[config.mk]
export PLATFORM = sky130hd
export DESIGN_NAME = ca_correlator
export DESIGN_NICKNAME = d
export VERILOG_FILES = /design/src/rtl/ca_correlator.sv
export SDC_FILE = /design/constraint.sdc
export NUM_CORES = 1
export LEC_CHECK = 0
export CAP_MARGIN = 20
export CORE_MARGIN = 2
export CORE_UTILIZATION = 65
export CTS_BUF_LIST = sky130_fd_sc_hd__clkbuf_4
export CTS_CLUSTER_DIAMETER = 150
export DETAILED_ROUTE_END_ITERATION = 12
export PLACE_DENSITY = 0.88
export SLEW_MARGIN = 30
export SYNTH_ARGS = -nofsm -noshare
export SYNTH_HDL_FRONTEND = slang
export SYNTH_SLANG_ARGS = --single-unit
[constraint.sdc]
create_clock -name clk -period 10.2 [get_ports clk]
set_input_delay 2.55 -clock clk [delete_from_list [all_inputs] [get_ports clk]]
set_output_delay 2.55 -clock clk [all_outputs]
set_load 0.02 [all_outputs]
[src/rtl/ca_correlator.sv]
// Early/Prompt/Late accumulate-and-dump correlator for one GPS C/A tracking channel.
// Integrates I/Q samples against three chip-spaced code replicas and dumps at each code epoch.
module ca_correlator #(
    parameter int SAMPLE_W = 4,
    parameter int ACC_W    = 20
) (
    input  logic                       clk,
    input  logic                       reset_n,
    input  logic                       enable,
    input  logic                       chip_en,
    input  logic                       ca_bit,
    input  logic [9:0]                 code_shift,
    input  logic                       sample_valid,
    input  logic signed [SAMPLE_W-1:0] sample_i,
    input  logic signed [SAMPLE_W-1:0] sample_q,
    output logic signed [ACC_W-1:0]    acc_ie,
    output logic signed [ACC_W-1:0]    acc_ip,
    output logic signed [ACC_W-1:0]    acc_il,
    output logic signed [ACC_W-1:0]    acc_qe,
    output logic signed [ACC_W-1:0]    acc_qp,
    output logic signed [ACC_W-1:0]    acc_ql,
    output logic                       dump_valid,
    output logic                       overflow
);

    typedef logic signed [ACC_W-1:0] acc_t;

    // Index order for the six channels: IE, IP, IL, QE, QP, QL.
    acc_t acc_q [6];
    acc_t acc_d [6];
    acc_t dmp_q [6];
    acc_t dmp_d [6];
    logic p_bit_q, p_bit_d;
    logic l_bit_q, l_bit_d;
    logic sticky_q, sticky_d;
    logic dv_q, dv_d;
    logic ov_q, ov_d;

    logic       epoch_s;
    logic [2:0] rep_s;
    acc_t       prod_s [6];
    acc_t       sum_s [6];
    logic [5:0] sat_s;

    // Chip 0 maps to +1, chip 1 to -1; sign-extend first so negating the most negative sample is exact.
    function automatic acc_t chip_product(input logic chip, input logic signed [SAMPLE_W-1:0] x);
        acc_t ext;
        ext = {{(ACC_W-SAMPLE_W){x[SAMPLE_W-1]}}, x};
        if (chip) begin
            chip_product = -ext;
        end else begin
            chip_product = ext;
        end
    endfunction

    // Returns {saturated, result}; the extra sum bit disagreeing with the MSB marks overflow.
    function automatic logic [ACC_W:0] sat_add(input acc_t a, input acc_t b);
        logic [ACC_W:0] s;
        s = {a[ACC_W-1], a} + {b[ACC_W-1], b};
        if (s[ACC_W] != s[ACC_W-1]) begin
            sat_add = {1'b1, s[ACC_W], {(ACC_W-1){~s[ACC_W]}}};
        end else begin
            sat_add = {1'b0, s[ACC_W-1:0]};
        end
    endfunction

    // Replica selection, products and saturating sums for all six channels.
    always_comb begin
        epoch_s = enable & chip_en & (code_shift == 10'd0);
        rep_s   = {l_bit_q, p_bit_q, ca_bit};
        for (int k = 0; k < 3; k++) begin
            prod_s[k]     = chip_product(rep_s[k], sample_i);
            prod_s[k + 3] = chip_product(rep_s[k], sample_q);
        end
        for (int k = 0; k < 6; k++) begin
            {sat_s[k], sum_s[k]} = sat_add(acc_q[k], prod_s[k]);
        end
    end

    // Next-state: clear when disabled, dump-and-reload on epoch, otherwise accumulate and shift.
    always_comb begin
        acc_d    = acc_q;
        dmp_d    = dmp_q;
        p_bit_d  = p_bit_q;
        l_bit_d  = l_bit_q;
        sticky_d = sticky_q;
        ov_d     = ov_q;
        dv_d     = 1'b0;
        if (!enable) begin
            for (int k = 0; k < 6; k++) begin
                acc_d[k] = '0;
            end
            p_bit_d  = 1'b0;
            l_bit_d  = 1'b0;
            sticky_d = 1'b0;
        end else if (epoch_s) begin
            // This cycle's sample opens the new period; it never lands in the dumped one.
            dmp_d    = acc_q;
            ov_d     = sticky_q;
            dv_d     = 1'b1;
            sticky_d = 1'b0;
            p_bit_d  = ca_bit;
            l_bit_d  = p_bit_q;
            for (int k = 0; k < 6; k++) begin
                if (sample_valid) begin
                    acc_d[k] = prod_s[k];
                end else begin
                    acc_d[k] = '0;
                end
            end
        end else begin
            if (sample_valid) begin
                acc_d    = sum_s;
                sticky_d = sticky_q | (|sat_s);
            end else begin
                acc_d = acc_q;
            end
            if (chip_en) begin
                p_bit_d = ca_bit;
                l_bit_d = p_bit_q;
            end else begin
                p_bit_d = p_bit_q;
            end
        end
    end

    // State registers with asynchronous clear.
    always_ff @(posedge clk or negedge reset_n) begin
        if (!reset_n) begin
            for (int k = 0; k < 6; k++) begin
                acc_q[k] <= '0;
                dmp_q[k] <= '0;
            end
            p_bit_q  <= 1'b0;
            l_bit_q  <= 1'b0;
            sticky_q <= 1'b0;
            dv_q     <= 1'b0;
            ov_q     <= 1'b0;
        end else begin
            acc_q    <= acc_d;
            dmp_q    <= dmp_d;
            p_bit_q  <= p_bit_d;
            l_bit_q  <= l_bit_d;
            sticky_q <= sticky_d;
            dv_q     <= dv_d;
            ov_q     <= ov_d;
        end
    end

    assign acc_ie     = dmp_q[0];
    assign acc_ip     = dmp_q[1];
    assign acc_il     = dmp_q[2];
    assign acc_qe     = dmp_q[3];
    assign acc_qp     = dmp_q[4];
    assign acc_ql     = dmp_q[5];
    assign dump_valid = dv_q;
    assign overflow   = ov_q;

endmodule
Word-level counts from Yosys, hierarchy flattened

Index checks and enable logic that the tools add are counted.

$add $sub $neg: 8
Multipliers: 0
Divide/modulo/power cells: 0
$lt $le $gt $ge: 0
Equality and inequality tests: 8
Shift-type cells: 0
Muxes and demuxes: 32
Bitwise gates (word level): 9
Reduce and logical (&&, ||, !) cells: 3

Operator list:

| operator           | count |
|---|---|
| $mux 120           | 3 |
| $mux 20            | 12 |
| $add 20x20->21     | 6 |
| $mux 21            | 6 |
| $neg 4->20         | 2 |
| $mux 1             | 11 |
| $logic_not 10->1   | 1 |
| $ne 1x1->1         | 6 |
| $ne 3x1->1 const B | 2 |
| $not 1->1          | 6 |
| $reduce_or 6->1    | 1 |
| $and 1x1->1        | 2 |
| $reduce_and 2->1   | 1 |
| $or 1x1->1         | 1 |

Register bits: 245
Latch bits: 0
RAM bits: 0
ROM bits: 0
Input port bits: 24
Output and inout bits: 122
Word-level logic and storage cells: 77
Memories kept: 0

Longest topological paths before layout

Word-level depth: 10
Gate-level depth with buffers: 22
Depth with buffers taken out: 22

Worst setup path after synthesis

Ideal clock, no wire load.

Kind: input-to-reg
Start: input port sample_q[3]
End: register acc_q[47] (netlist bit)
Library setup time: 0.083 ns
Data arrival time: 6.617 ns
Required time: 10.117 ns
Setup slack: 3.500 ns
Cell stages on the path: 20
Path buffers: 4
Cells stage by stage: clkbuf_1 -> inv_1 -> ha_1 -> a21boi_0 -> inv_1 -> ha_1 -> clkbuf_1 -> and3_1 -> o31ai_1 -> nand2_1 -> o41ai_2 -> o21ai_1 -> a21o_1 -> a21o_1 -> xor2_1 -> ha_1 -> clkbuf_1 -> buf_1 -> nor2_1 -> o22ai_1

Longest elaborated chain between the ends: 8
Elaborated cells on any way between the ends: 10
Those cells by class: add/sub: 2; eq/ne: 1; mux: 6; bitwise: 1

RTL lines:

| what                                    | RTL line | text |
|---|---|---|
| from (decl)                             | 15       | `input logic signed [SAMPLE_W-1:0] sample_q,` |
| $neg 4->20                              | 50       | `chip_product = -ext;` |
| $mux 20 (*)                             | 49       | `if (chip) begin` |
| $add 20x20->21                          | 59       | `s = {a[ACC_W-1], a} + {b[ACC_W-1], b};` |
| $ne 1x1->1 or $not 1->1 (tied branches) | 60, 61   |  |
| $mux 21                                 | 60       | `if (s[ACC_W] != s[ACC_W-1]) begin` |
| $mux 120                                | 112      | `if (sample_valid) begin` |
| $mux 120 (*)                            | 96       | `end else if (epoch_s) begin` |
| $mux 120 (*)                            | 89       | `if (!enable) begin` |
| to (signal, indexed assignment)         | 131      | `acc_q[k] <= '0;` |
| to (signal assigned)                    | 140      | `acc_q <= acc_d;` |
| to (decl)                               | 29       | `acc_t acc_q [6];` |

Every way passes the cells marked *; elsewhere a longest branch is shown, timed or not. The select of a mux whose other input is x is not followed.
A chain may end at the register's enable or synchronous reset.

Worst setup path after layout

Start: input port ca_bit
End: register acc_q[41] (netlist bit)

Longest elaborated chain between the ends: 7
Elaborated cells on any way between the ends: 9
Those cells by class: add/sub: 1; eq/ne: 1; mux: 6; bitwise: 1

RTL lines:

| what                                    | RTL line | text |
|---|---|---|
| from (decl)                             | 11       | `input logic ca_bit,` |
| $mux 20 (*)                             | 49       |  |
| $add 20x20->21                          | 59       |  |
| $ne 1x1->1 or $not 1->1 (tied branches) | 60, 61   |  |
| $mux 21                                 | 60       |  |
| $mux 120                                | 112      |  |
| $mux 120 (*)                            | 96       |  |
| $mux 120 (*)                            | 89       |  |

Marks and branches as above.

==> key figures <==
Critical path
  – Cell family with most CP delay: compound AO/OA/AOI/OAI gates
  – Worst Reg-to-Reg Cells: 17
  – Crit-path max FO: 23
  – Slowest Stage Delay on Critical Path: approximately 900 ps
  – Critical Path Stages: 20
  – Setup crit end kind: register
  – Worst setup SP type: input pin
  – Critical Path Slowest Stage Cell: clkdlybuf4s50_1
  – Worst path most repeated cell: nand2_1
  – Worst path arrival time: around 8600 ps
  – Worst EP required: about 11000 ps
  – Worst path cell trace: clkdlybuf4s50_1 -> inv_1 -> nand2_1 -> a21boi_0 -> inv_1 -> ha_1 -> and3_1 -> o31ai_1 -> nand2_1 -> o41ai_2 -> o21ai_1 -> a21o_1 -> a21o_1 -> xor2_1 -> ha_1 -> o21ai_0 -> a21oi_1 -> o31ai_2 -> nand2_1 -> o221ai_1
  – Setup CP Type: input pin to register
  – Crit path buf inv count: 3

Logic synthesis
  – Post-synthesis sequential area ratio: between 30% and 40%
  – Post-Synth Adder-Cell Area: 11.1%
  – Synth top area share: 36.5%
  – Post-Synth Simple-Gate Area: around a fifth
  – Syn Area/Cell: just over 8 um2
  – Post-synth ARST share: 100%
  – Largest family of logic cells by synthesized area: compound AO/OA/AOI/OAI gates
  – Post-Syn Area: 16800 um2
  – Top_reg_cell synth: dfrtp_1
  – Post-Syn Nets: between 2k and 2.5k
  – Netlist cell types: 78
  – Post-synthesis compound-gate area fraction: 22.7%
  – Ys Warns: 0
  – Post-synthesis xor/xnor area fraction: 4.69%
  – Count of flip-flops with a built-in enable after synthesis: 0
  – Synth top area cells: dfrtp_1, nand2_1, ha_1
  – Cells after Synth: roughly 2.1k
  – Synth area leader: dfrtp_1
  – Mux cell area share after synthesis: less than 1%
  – Synthesis-stage register bit count: roughly 250

Power and ir drop
  – Switching fraction of total power: about 46%
  – Clock power share: about 18%
  – Cell area power density: approximately 260 nW/um2
  – Leak: between 9 and 10 nW
  – Reg power frac: between 20% and 30%
  – P_sw: around 2.3 mW
  – Comb power frac: between 50% and 60%
  – P_int: about 2.7 mW
  – Peak supply drop: 180 uV

Drt
  – Routed Wire Length: just under 50000 um
  – Per-cell routed wire length: ~19 um
  – DRT Pass-1 Iters: 6
  – Drc violations: 0
  – Total number of vias: 16.1k
  – Final ANT Viol Nets: 0
  – DR iter-0 viols: 1554
  – Via density: approximately 6.2

Placed design
  – Placed insts: 2463
  – DP Wirelength: around 34000 um
  – Number of I/O port buffers: 145
  – Routability congestion estimate: slightly below 1

Final layout
  – Register area: around 6000 um2
  – Commonest non-fill, non-tap cell in the layout: nand2_1
  – Layout cell share with drive strength beyond 1: under 10%
  – Filler Cell Count: roughly 1.8k
  – Area Overhead vs Synth: 14.9%
  – Final Non-Filler Cells: 2586
  – Final net count: about 2.4k
  – Commonest non-fill, non-tap cells in the layout: nand2_1, dfrtp_1, nor2_1
  – Multi-input gate area: 10100 um2

STA
  – Final setup TNS: 0 ps
  – Slew Limit Fails: 0
  – Fin. Hold Viols: 0
  – Slew @ Worst Pin: about 1000 ps
  – Unrepaired setup endpoints after global routing: no
  – Fmax achieved: roughly 120 MHz
  – # setup viols final: 0
  – Post-layout minimum cycle time: 8050 ps
  – Worst Clk Skew: ~34 ps
  – Final Cycle Share: 78.9%
  – Slew Limit Headroom: 32.6%

Floorplanning
  – Initial core utilization: between 60% and 70%
  – I/O pins: ~150
  – Die H: ~160 um
  – Die ar.: roughly 27000 um2
  – Die Wd: about 160 um
  – Core ar.: 25300 um2
  – Row Count: slightly below 60

GRT
  – Global-route wire length before repair: 78700 um
  – Vias in the first global route: 15.8k
  – GRT Util Overall: between 30% and 40%
  – Largest net degree at the start of global routing: about 110
  – Initial antenna violation count: 3
  – Gr ovfl total: 0

Status
  – Status: finished, final reports clean

Clock network
  – Clock buffer count from CTS: 70
  – H-tree depth: 3
  – Sink Count: 245
  – Post-CTS Resized: 0
  – CTS tree: built
  – Maximum root-to-sink buffer count: 3
  – Post CTS Setup Buffer Count: 0
  – Clk Latency, worst-skew pair: between 700 and 800 ps
  – CTS clk-pin slew, worst paths: about 60 ps
  – CTS root buf: clkbuf_4
  – Cts hold-fix bufs: 0

Hold path
  – Hold path depth: 2
  – Worst min-delay path category: register to register

Job
  – Max Cap Viol: 0
-- synth_stat cells (27+ instances only) --
master	number
dfrtp_1	245
o21ai_1	45
xnor2_1	63
a21o_1	50
nand2_1	499
a21oi_1	142
nor2_1	150
inv_1	69
ha_1	139
xor2_1	27
clkbuf_1	65
o21ai_0	145
-- power groups by stage --
| stage | sequential [mW] | combinational [mW] | clock (mW) |
|---|---|---|---|
| finish | 1.37 | 2.75 | 0.899 |
| global route | 1.39 | 3.03 | 0.960 |
| CTS | 1.37 | 2.69 | 0.908 |
| detailed placement | 1.38 | 2.68 | 0 |
| global placement | 1.38 | 2.61 | 0 |
| floorplan | 1.31 | 2.10 | 0 |
-- layer usage --
layer | track usage (%) | up-vias | wire (um)
li1 | - | 7548 | -
met5 | 0 | - | 0
met1 | 46.1 | 7675 | 20000
met2 | 59.4 | 734 | 22700
met4 | 17.3 | 0 | 2130
met3 | 7.23 | 187 | 4060
-- kinds of logic (layout without fill, tap and decap cells) --
kind of cell | Yosys count | count (layout)
simple gates | 813 | 813
compound gates | 594 | 594
flops | 245 | 245
buf+inv | 155 | 349
fa+ha+maj | 145 | 145
xor+xnor | 90 | 90
mux | 16 | 16
other cells | 0 | 4
-- metrics by stage --
step / setup slack, ps / hold WS, ps / power, mW / instance area, um2 / util [%]
finish: 2150 / 475 / 5.02 / 19300 / 76.4
global placement: 1820 / 457 / 3.98 / 18500 / 73.1
floorplan: 3500 / 440 / 3.40 / 16800 / -
detailed placement: 1670 / 462 / 4.06 / 18500 / 73.1
CTS: 2380 / 461 / 4.96 / 19300 / 76.4
global route: 1820 / 496 / 5.38 / 19300 / 76.4
-- worst paths after layout --
path | start | end | slack (ps)
setup / recovery | ca_bit | acc_q[41] | 2150
hold / removal | acc_il[12] | acc_il[12] | 470
setup reg to reg | l_bit_q | acc_q[74] | 4480
hold reg to reg | acc_il[12] | acc_il[12] | 470
max in group asynchronous | reset_n | acc_qe[17] | 6950
min in group asynchronous | reset_n | acc_ip[12] | 1880
-- worst min-delay path: stages, from the launching register on --
cell	delay (ps)
dfrtp_1	340
nand2_1	50
nand2_1	50
-- area by class of cell --
| type | instances | share of cell area, % |
|---|---|---|
| multi-input combinational | 1658 | 52.3 |
| sequential | 245 | 31.8 |
| timing repair buffer | 159 | 8.11 |
| clock buffer | 91 | 3.54 |
| tap | 330 | 2.14 |
| inverter | 71 | 1.39 |
| clock inverter | 28 | 0.752 |
| antenna | 4 | 0.0519 |
-- state kept, by name, indices dropped and copies added (netlist names) --
name,cells
sticky_q,1
dump_valid,1
acc_il,20
acc_qe,20
l_bit_q,1
overflow,1
acc_qp,20
acc_ie,20
acc_q,120
acc_ql,20
p_bit_q,1
acc_ip,20
No activity file was read; power rests on OpenSTA's default activity.
